## config.mk

```make
export PLATFORM = sky130hd
export DESIGN_NAME = xgriscv_regfile_mp_flat
export DESIGN_NICKNAME = d
export VERILOG_FILES = /design/src/rtl/xgriscv_regfile_mp_if.sv /design/src/rtl/xgriscv_regfile_mp.sv /design/src/flat_wrapper.sv
export SDC_FILE = /design/constraint.sdc
export NUM_CORES = 2
export LEC_CHECK = 0
export BUFFER_PORTS_ARGS = -buffer_cell sky130_fd_sc_hd__buf_2
export CORE_UTILIZATION = 25
export DETAILED_ROUTE_END_ITERATION = 10
export MAX_ROUTING_LAYER = met4
export PLACE_DENSITY = 0.47
export SLEW_MARGIN = 20
export SYNTH_ARGS = -nofsm -noshare
export SYNTH_HDL_FRONTEND = slang
export SYNTH_SLANG_ARGS = --single-unit
export TNS_END_PERCENT = 30
```

## constraint.sdc

```tcl
create_clock -name clk -period 53.6 [get_ports clk]
set_clock_uncertainty 0.2 [all_clocks]
set_input_delay 2.68 -clock clk [delete_from_list [all_inputs] [get_ports clk]]
set_output_delay 2.68 -clock clk [all_outputs]
set_load 0.005 [all_outputs]
```

## src/rtl/xgriscv_regfile_mp_if.sv

```systemverilog
// Issue/writeback-side bundle for the multi-port register file: read ports, write ports,
// scoreboard set and the full pending vector.
interface xgriscv_regfile_mp_if #(
  parameter int XLEN   = 32,
  parameter int NREG   = 32,
  parameter int AW     = 5,
  parameter int NREAD  = 2,
  parameter int NWRITE = 2
);
  logic [NREAD*AW-1:0]    ra;
  logic [NREAD*XLEN-1:0]  rd;
  logic [NREAD-1:0]       rpend;
  logic [NWRITE-1:0]      we;
  logic [NWRITE*AW-1:0]   wa;
  logic [NWRITE*XLEN-1:0] wd;
  logic                   iss_v;
  logic [AW-1:0]          iss_rd;
  logic [NREG-1:0]        pend_vec;

  modport master (
    output ra, we, wa, wd, iss_v, iss_rd,
    input  rd, rpend, pend_vec
  );

  modport slave (
    input  ra, we, wa, wd, iss_v, iss_rd,
    output rd, rpend, pend_vec
  );
endinterface

```

## src/rtl/xgriscv_regfile_mp.sv

```systemverilog
// Multi-port GPR file with same-cycle write-to-read bypass and a per-register
// pending-write scoreboard for RAW hazard detection at issue.
module xgriscv_regfile_mp #(
  parameter int XLEN     = 32,
  parameter int NREG     = 32,
  parameter int AW       = 5,
  parameter int NREAD    = 2,
  parameter int NWRITE   = 2,
  parameter bit ZERO_REG = 1'b1
) (
  input  logic                 clk,
  input  logic                 reset,
  xgriscv_regfile_mp_if.slave  rf_if
);

  logic [XLEN-1:0]       rf_q [NREG];
  logic [NREG-1:0]       pend_q;
  logic [NREG-1:0]       pend_d;
  logic [NREAD*XLEN-1:0] rd_c;
  logic [NREAD-1:0]      rpend_c;

  // A dropped write targets the hardwired zero register.
  function automatic logic is_zero_reg(input logic [AW-1:0] a);
    return ZERO_REG && (a == '0);
  endfunction

  // Clears from writeback first, then issue sets, so a re-issued producer keeps its bit.
  always_comb begin
    pend_d = pend_q;
    for (int j = 0; j < NWRITE; j++) begin
      if (rf_if.we[j]) pend_d[rf_if.wa[j*AW +: AW]] = 1'b0;
    end
    if (rf_if.iss_v) pend_d[rf_if.iss_rd] = 1'b1;
    if (ZERO_REG) pend_d[0] = 1'b0;
  end

  // NOTE: the array is a flop array that must read 0 after reset, so every entry
  // sits in the async reset branch rather than being left uninitialised like a RAM.
  always_ff @(posedge clk or posedge reset) begin
    if (reset) begin
      for (int r = 0; r < NREG; r++) rf_q[r] <= '0;
      pend_q <= '0;
    end else begin
      pend_q <= pend_d;
      // NOTE: non-blocking updates in port order; the last one scheduled (highest
      // port index) wins a write-write collision on the same register.
      for (int j = 0; j < NWRITE; j++) begin
        if (rf_if.we[j] && !is_zero_reg(rf_if.wa[j*AW +: AW]))
          rf_q[rf_if.wa[j*AW +: AW]] <= rf_if.wd[j*XLEN +: XLEN];
      end
    end
  end

  // Read ports never see iss_v/iss_rd, only stored state plus in-flight writes.
  logic [AW-1:0]   ra_cur;
  logic [XLEN-1:0] data_cur;
  logic            hit_cur;

  always_comb begin
    rd_c     = '0;
    rpend_c  = '0;
    ra_cur   = '0;
    data_cur = '0;
    hit_cur  = 1'b0;
    for (int i = 0; i < NREAD; i++) begin
      ra_cur   = rf_if.ra[i*AW +: AW];
      data_cur = rf_q[ra_cur];
      hit_cur  = 1'b0;
      for (int j = 0; j < NWRITE; j++) begin
        if (rf_if.we[j] && (rf_if.wa[j*AW +: AW] == ra_cur)) begin
          data_cur = rf_if.wd[j*XLEN +: XLEN];
          hit_cur  = 1'b1;
        end
      end
      if (is_zero_reg(ra_cur)) data_cur = '0;
      if (!reset) begin
        rd_c[i*XLEN +: XLEN] = data_cur;
        rpend_c[i]           = pend_q[ra_cur] & ~hit_cur;
      end
    end
  end

  assign rf_if.rd       = rd_c;
  assign rf_if.rpend    = rpend_c;
  assign rf_if.pend_vec = pend_q;

endmodule

```

## src/flat_wrapper.sv

```systemverilog
// flat-port wrapper written by rule: the top's interface ports become plain ports
module xgriscv_regfile_mp_flat 
#(
  parameter int XLEN     = 32,
  parameter int NREG     = 32,
  parameter int AW       = 5,
  parameter int NREAD    = 2,
  parameter int NWRITE   = 2,
  parameter bit ZERO_REG = 1'b1
)
  (clk, reset, rf_if_ra, rf_if_we, rf_if_wa, rf_if_wd, rf_if_iss_v, rf_if_iss_rd, rf_if_rd, rf_if_rpend, rf_if_pend_vec);
  xgriscv_regfile_mp_if #(.XLEN(XLEN), .NREG(NREG), .AW(AW), .NREAD(NREAD), .NWRITE(NWRITE)) rf_if_i ();
  input  logic clk;
  input  logic reset;
  input wire logic [$bits(rf_if_i.ra)-1:0] rf_if_ra;
  input wire logic [$bits(rf_if_i.we)-1:0] rf_if_we;
  input wire logic [$bits(rf_if_i.wa)-1:0] rf_if_wa;
  input wire logic [$bits(rf_if_i.wd)-1:0] rf_if_wd;
  input wire logic [$bits(rf_if_i.iss_v)-1:0] rf_if_iss_v;
  input wire logic [$bits(rf_if_i.iss_rd)-1:0] rf_if_iss_rd;
  output wire logic [$bits(rf_if_i.rd)-1:0] rf_if_rd;
  output wire logic [$bits(rf_if_i.rpend)-1:0] rf_if_rpend;
  output wire logic [$bits(rf_if_i.pend_vec)-1:0] rf_if_pend_vec;
  assign rf_if_i.ra = rf_if_ra;
  assign rf_if_i.we = rf_if_we;
  assign rf_if_i.wa = rf_if_wa;
  assign rf_if_i.wd = rf_if_wd;
  assign rf_if_i.iss_v = rf_if_iss_v;
  assign rf_if_i.iss_rd = rf_if_iss_rd;
  assign rf_if_rd = rf_if_i.rd;
  assign rf_if_rpend = rf_if_i.rpend;
  assign rf_if_pend_vec = rf_if_i.pend_vec;
  xgriscv_regfile_mp #(.XLEN(XLEN), .NREG(NREG), .AW(AW), .NREAD(NREAD), .NWRITE(NWRITE), .ZERO_REG(ZERO_REG)) u_core (.clk(clk), .reset(reset), .rf_if(rf_if_i));
endmodule
```

Yosys cells after proc, flatten, opt, wreduce, memory -nomap -nowiden
Cells that the tools add are included.
{"block": "classes", "addsub": 0, "eq_ne": 4, "shifts": 0, "n_bitwise": 13, "n_reduce_logical": 17, "order_cmp": 14, "div_mod_pow": 0, "mux": 41, "n_mul": 0}
{"op": "1024-bit bitwise mux", "n": 2}
{"op": "1024-bit two-way mux", "n": 2}
{"op": "32-bit two-way mux", "n": 17}
{"op": "32-bit binary-select mux with 5-bit select", "n": 2}
{"op": "32-bit demux with 5-bit select", "n": 2}
{"op": "32-bit bitwise AND", "n": 2}
{"op": "32-bit NOT", "n": 2}
{"op": "32-bit bitwise OR", "n": 1}
{"op": "5-bit by 6-bit < comparator with 1-bit output, second input constant", "n": 5}
{"op": "6-bit greater-or-equal comparator, second input constant", "n": 4}
{"op": "5-bit NOT with 6-bit output", "n": 4}
{"op": "5-bit == test", "n": 4}
{"op": "5-bit zero test", "n": 4}
{"op": "1-bit demux with 5-bit select", "n": 3}
{"op": "5-bit by 1-bit greater-or-equal comparator with 1-bit output, second input constant", "n": 3}
{"op": "6-bit by 1-bit < comparator with 1-bit output, second input constant", "n": 2}
{"op": "1-bit logical AND", "n": 11}
{"op": "1-bit two-way mux", "n": 11}
{"op": "1-bit binary-select mux with 5-bit select", "n": 2}
{"op": "1-bit bitwise AND", "n": 2}
{"op": "1-bit zero test", "n": 2}
{"op": "1-bit NOT", "n": 2}
{"block": "word_totals", "latch_bits": 0, "mem_bits_ro": 0, "elab_cells": 122, "out_inout_bits": 98, "register_bits": 1055, "input_bits": 94, "memories": 0, "ramBits": 0}

Logic depth before layout (Yosys ltp)
{"block": "logic_depth", "word_depth": 11, "ltp_mapped": 11, "ltp_nobuf": 6}

Worst setup path before layout
Ideal clock, no wire load.
{"block": "synth_path", "path_kind": "input -> output", "from": "in reset", "to": "out rf_if_rd[40]", "required_ps": 50720, "path_buffers": 1, "slack_ps": 22009, "arrival_time_ps": 28711, "cell_stages": 6, "path_cell_list": "inv_1 nand2_1 nor4_4 buf_6 a22oi_1 o211ai_1"}
{"block": "synth_between", "elab_chain_cells": 1}
{"item": "start, declared", "line": "flat_wrapper.sv:14", "text": "input logic reset;"}
{"item": "32-bit two-way mux", "line": "xgriscv_regfile_mp.sv:76", "text": "if (!reset) begin"}
{"item": "end, declared", "line": "flat_wrapper.sv:21", "text": "output wire logic [$bits(rf_if_i.rd)-1:0] rf_if_rd;"}
No other way between the ends.

Worst setup path after layout
{"block": "layout_path", "from": "in rf_if_ra[0]", "to": "out rf_if_rd[24]"}
{"block": "layout_between", "elab_chain_cells": 8, "elab_cells_between_ends": 13, "cone_classes": "eq/ne (2); mux (7); bitwise (1); reduce/logical (3)"}
{"item": "start, declared", "line": "flat_wrapper.sv:15", "text": "input wire logic [$bits(rf_if_i.ra)-1:0] rf_if_ra;"}
{"item": "5-bit NOT with 6-bit output (implied by the code)", "line": "xgriscv_regfile_mp.sv:67", "text": "data_cur = rf_q[ra_cur];"}
{"item": "32-bit binary-select mux with 5-bit select", "line": "xgriscv_regfile_mp.sv:67"}
{"item": "32-bit two-way mux (implied by the code) (2 in a row)", "line": "xgriscv_regfile_mp.sv:67"}
{"item": "32-bit two-way mux (2 in a row)", "line": "xgriscv_regfile_mp.sv:70", "text": "if (rf_if.we[j] && (rf_if.wa[j*AW +: AW] == ra_cur)) begin"}
{"item": "32-bit two-way mux *", "line": "xgriscv_regfile_mp.sv:75", "text": "if (is_zero_reg(ra_cur)) data_cur = '0;"}
{"item": "32-bit two-way mux *", "line": "xgriscv_regfile_mp.sv:76"}
Every way passes the cells marked *; elsewhere a longest branch is shown, timed or not. The select of a mux whose other input is x is not followed.

==> results.ini <==
[floorplanning]
dieArea_um2 = 269000
fp.dieH_um = 519
die_width_um = 519
num_rows = 189
core_area_um2 = 265000
io-pin-count = 192
start_util = 0.251

[synthesis]
synth-main-ff-cell = dfrtp_1
synth-edff-count = 0
ys.warnings.count = 0
yosysSeqAreaShare = 0.396
synth_fp_nets = 6770
syn_area_um2 = 66700
yosysUniqueCellTypes = 61
netlist_instances = 6676
synthArstFlopShare = 1.00
ys_seq_elements = 1055
avgSynthCellArea_um2 = 10.0

[sta]
setup_viol_count_final = 0
post-route-min-period_ps = 10550
hold_viol = 0
fmax_ghz = 0.0948
setup_ws_ps = 43050
report.final.slew_viol_count = 0
max-slew-margin-rel = 0.139
rsz0062_at_grt = false
max_slew.worst_pin.slew_ps = 1290
period_share = 0.197
fin_setup_tns_ps = 0

[worst_setup_path]
cp-end-kind = output pin
critPathKind = primary input to output pin
crit_path_max_fanout = 60
cp_cell_sequence = buf_8, buf_4, buf_4, buf_4, buf_4, mux4_2, nor2b_1, a211oi_1, a21oi_1, a222oi_1, nand2_1, buf_2
worstPathRequired_ps = 50720
start_kind = primary input
cp_num_buf_inv = 6
cp.arrival_ps = 7670
r2r_slack_ps = 52450
critPathSlowestCell = buf_4
worst_path_dominant_cell_family = buffers and inverters
cpMostUsedCell = buf_4
cp_slowest_stage_delay_ps = 690

[pwr]
ir_drop_v = 0.0000292
power_density_nw_per_um2 = 37.3
p_leak_nw = 32.7

[cells_and_area]
final_cell_mix = dfrtp_1 (1055), nand2_1 (868), mux2i_1 (728), a21oi_1 (621), nor2_1 (582)
final_common_cell = dfrtp_1
drive_gt1_frac = 0.188
area_growth_pct = 11.5
final_nets = 6353

[clocking]
post-cts-setup-buffer-count = 0
clk_pin_slew_ps = 60
clock-sinks = 1055
ctsRootBufferMaster = clkbuf_16
cts_buffer_depth = 3
cts_resized = 0
htree_levels = 3
cts_hold_buf = 0
cts_buffers = 118
cts_tree = yes
clock_latency_ps = 780

[global_routing]
antenna_found_initial = 54
grt_first_pass_wirelength_um = 472000
grt_overflow = 0
grt_max_degree = 164
grt_pass1_vias = 56114
grt_usage = 0.254

[drt]
dr.pass1.iters = 10
drtIter0Drc = 8045
wl_um = 340000
wl_per_cell_um = 34.2
drc_errors = 18
antenna_left = 0
vias = 58083
viasPerCell = 5.84

[outcome]
status = finished, violations left
violations = design-rule violations

[worst_hold_path]
min_path_type = flip-flop to flip-flop

[place]
dpl.hpwl_um = 198000
io_buffers = 190
dp_slack_ps = 42960
routabilityCongestion = 0.897

[flow_run]
cap_violations = 0

## power by group
part           switching [W]  internal, W  total, W  leakage (nW)
clock network       0.000379     0.000525  0.000904          2.06
logic               0.000343     0.000358  0.000702          17.7
registers           0.000169     0.000999   0.00117          13.0
## worst paths after layout
check,cells after the start,end,from
min in group asynchronous,2,u_core.rf_q[287],reset
worst max register to register,3,u_core.rf_q[767],u_core.rf_q[767]
worst min-delay path,0,u_core.rf_q[1011],u_core.rf_q[1011]
worst max-delay path,12,rf_if_rd[24],rf_if_ra[0]
max in group asynchronous,5,u_core.rf_q[948],reset
worst min register to register,0,u_core.rf_q[1011],u_core.rf_q[1011]
## cell families (layout without fill, tap and decap cells)
kind of cell	after synthesis	in the layout	share of synthesized area
xor+xnor	20	20	0.00262
mux	1255	1255	0.281
other cells	1	52	0.0000562
simple gates	1699	1699	0.104
buf+inv	894	574	0.0583
compound gates	1752	1752	0.158
flops	1055	1055	0.396
## cells in the mapped netlist, drive strengths merged (7+ instances only)
library cell / count / area, um2
a211oi: 35 / 338
a21oi: 621 / 3110
a222oi: 31 / 310
a22oi: 214 / 1610
a31oi: 62 / 388
a32o: 34 / 340
a32oi: 142 / 1240
and2: 20 / 125
and3: 10 / 62.6
buf: 295 / 1640
clkbuf: 584 / 2190
dfrtp: 1055 / 26400
inv: 15 / 56.3
mux2: 35 / 394
mux2i: 728 / 7290
mux4: 492 / 11100
nand2: 908 / 3410
nand3: 16 / 85.1
nor2: 624 / 2350
nor2b: 34 / 213
nor3b: 37 / 283
o211ai: 31 / 233
o21ai: 542 / 2720
o22ai: 31 / 194
or2: 7 / 43.8
xor2: 16 / 140
## registers in the layout, summed over array words and instances (netlist names)
name and cells:
u_core.rf_if.pend_vec 31, u_core.rf_q 1024
## per-stage QoR
| step | total power (W) | utilization | instances | cell area, um2 | hold slack [ps] |
|---|---|---|---|---|---|
| 2_1_floorplan | 0.00164 | - | 6676 | 66700 | 241 |
| 3_3_place_gp | 0.00184 | 0.264 | 9669 | 70100 | 176 |
| 3_5_place_dp | 0.00186 | 0.264 | 9670 | 70100 | 183 |
| 4_1_cts | 0.00277 | 0.280 | 9887 | 74200 | 197 |
| 5_1_grt | 0.00288 | 0.280 | 9934 | 74400 | 210 |
| 6_report | 0.00277 | 0.280 | 9940 | 74400 | 197 |
## final cells by class
| class | count | area [um2] |
|---|---|---|
| diodes | 51 | 128 |
| well taps | 3533 | 4420 |
| clock inverters | 49 | 676 |
| flip-flops and latches | 1055 | 26400 |
| repair buffers | 342 | 2270 |
| multi-input cells | 4727 | 37000 |
| fillers | 27561 | 191000 |
| clock buffers | 168 | 3470 |
| inverters | 15 | 66.3 |
## routing by layer
layer / global-route usage / share of wire / vias up
li1: - / - / 23621
met1: 0.298 / 0.38 / 29752
met2: 0.389 / 0.46 / 3698
met3: 0.0523 / 0.090 / 1012
met4: 0.179 / 0.079 / 0
met5: - / 0 / -
## worst reg2reg max path: stages, from the launching register on
cell	delay, ps
dfrtp_1	420
a32o_1	230
nor2_1	90
a21oi_1	50
Note: power is estimated with default switching activity, not from simulation.
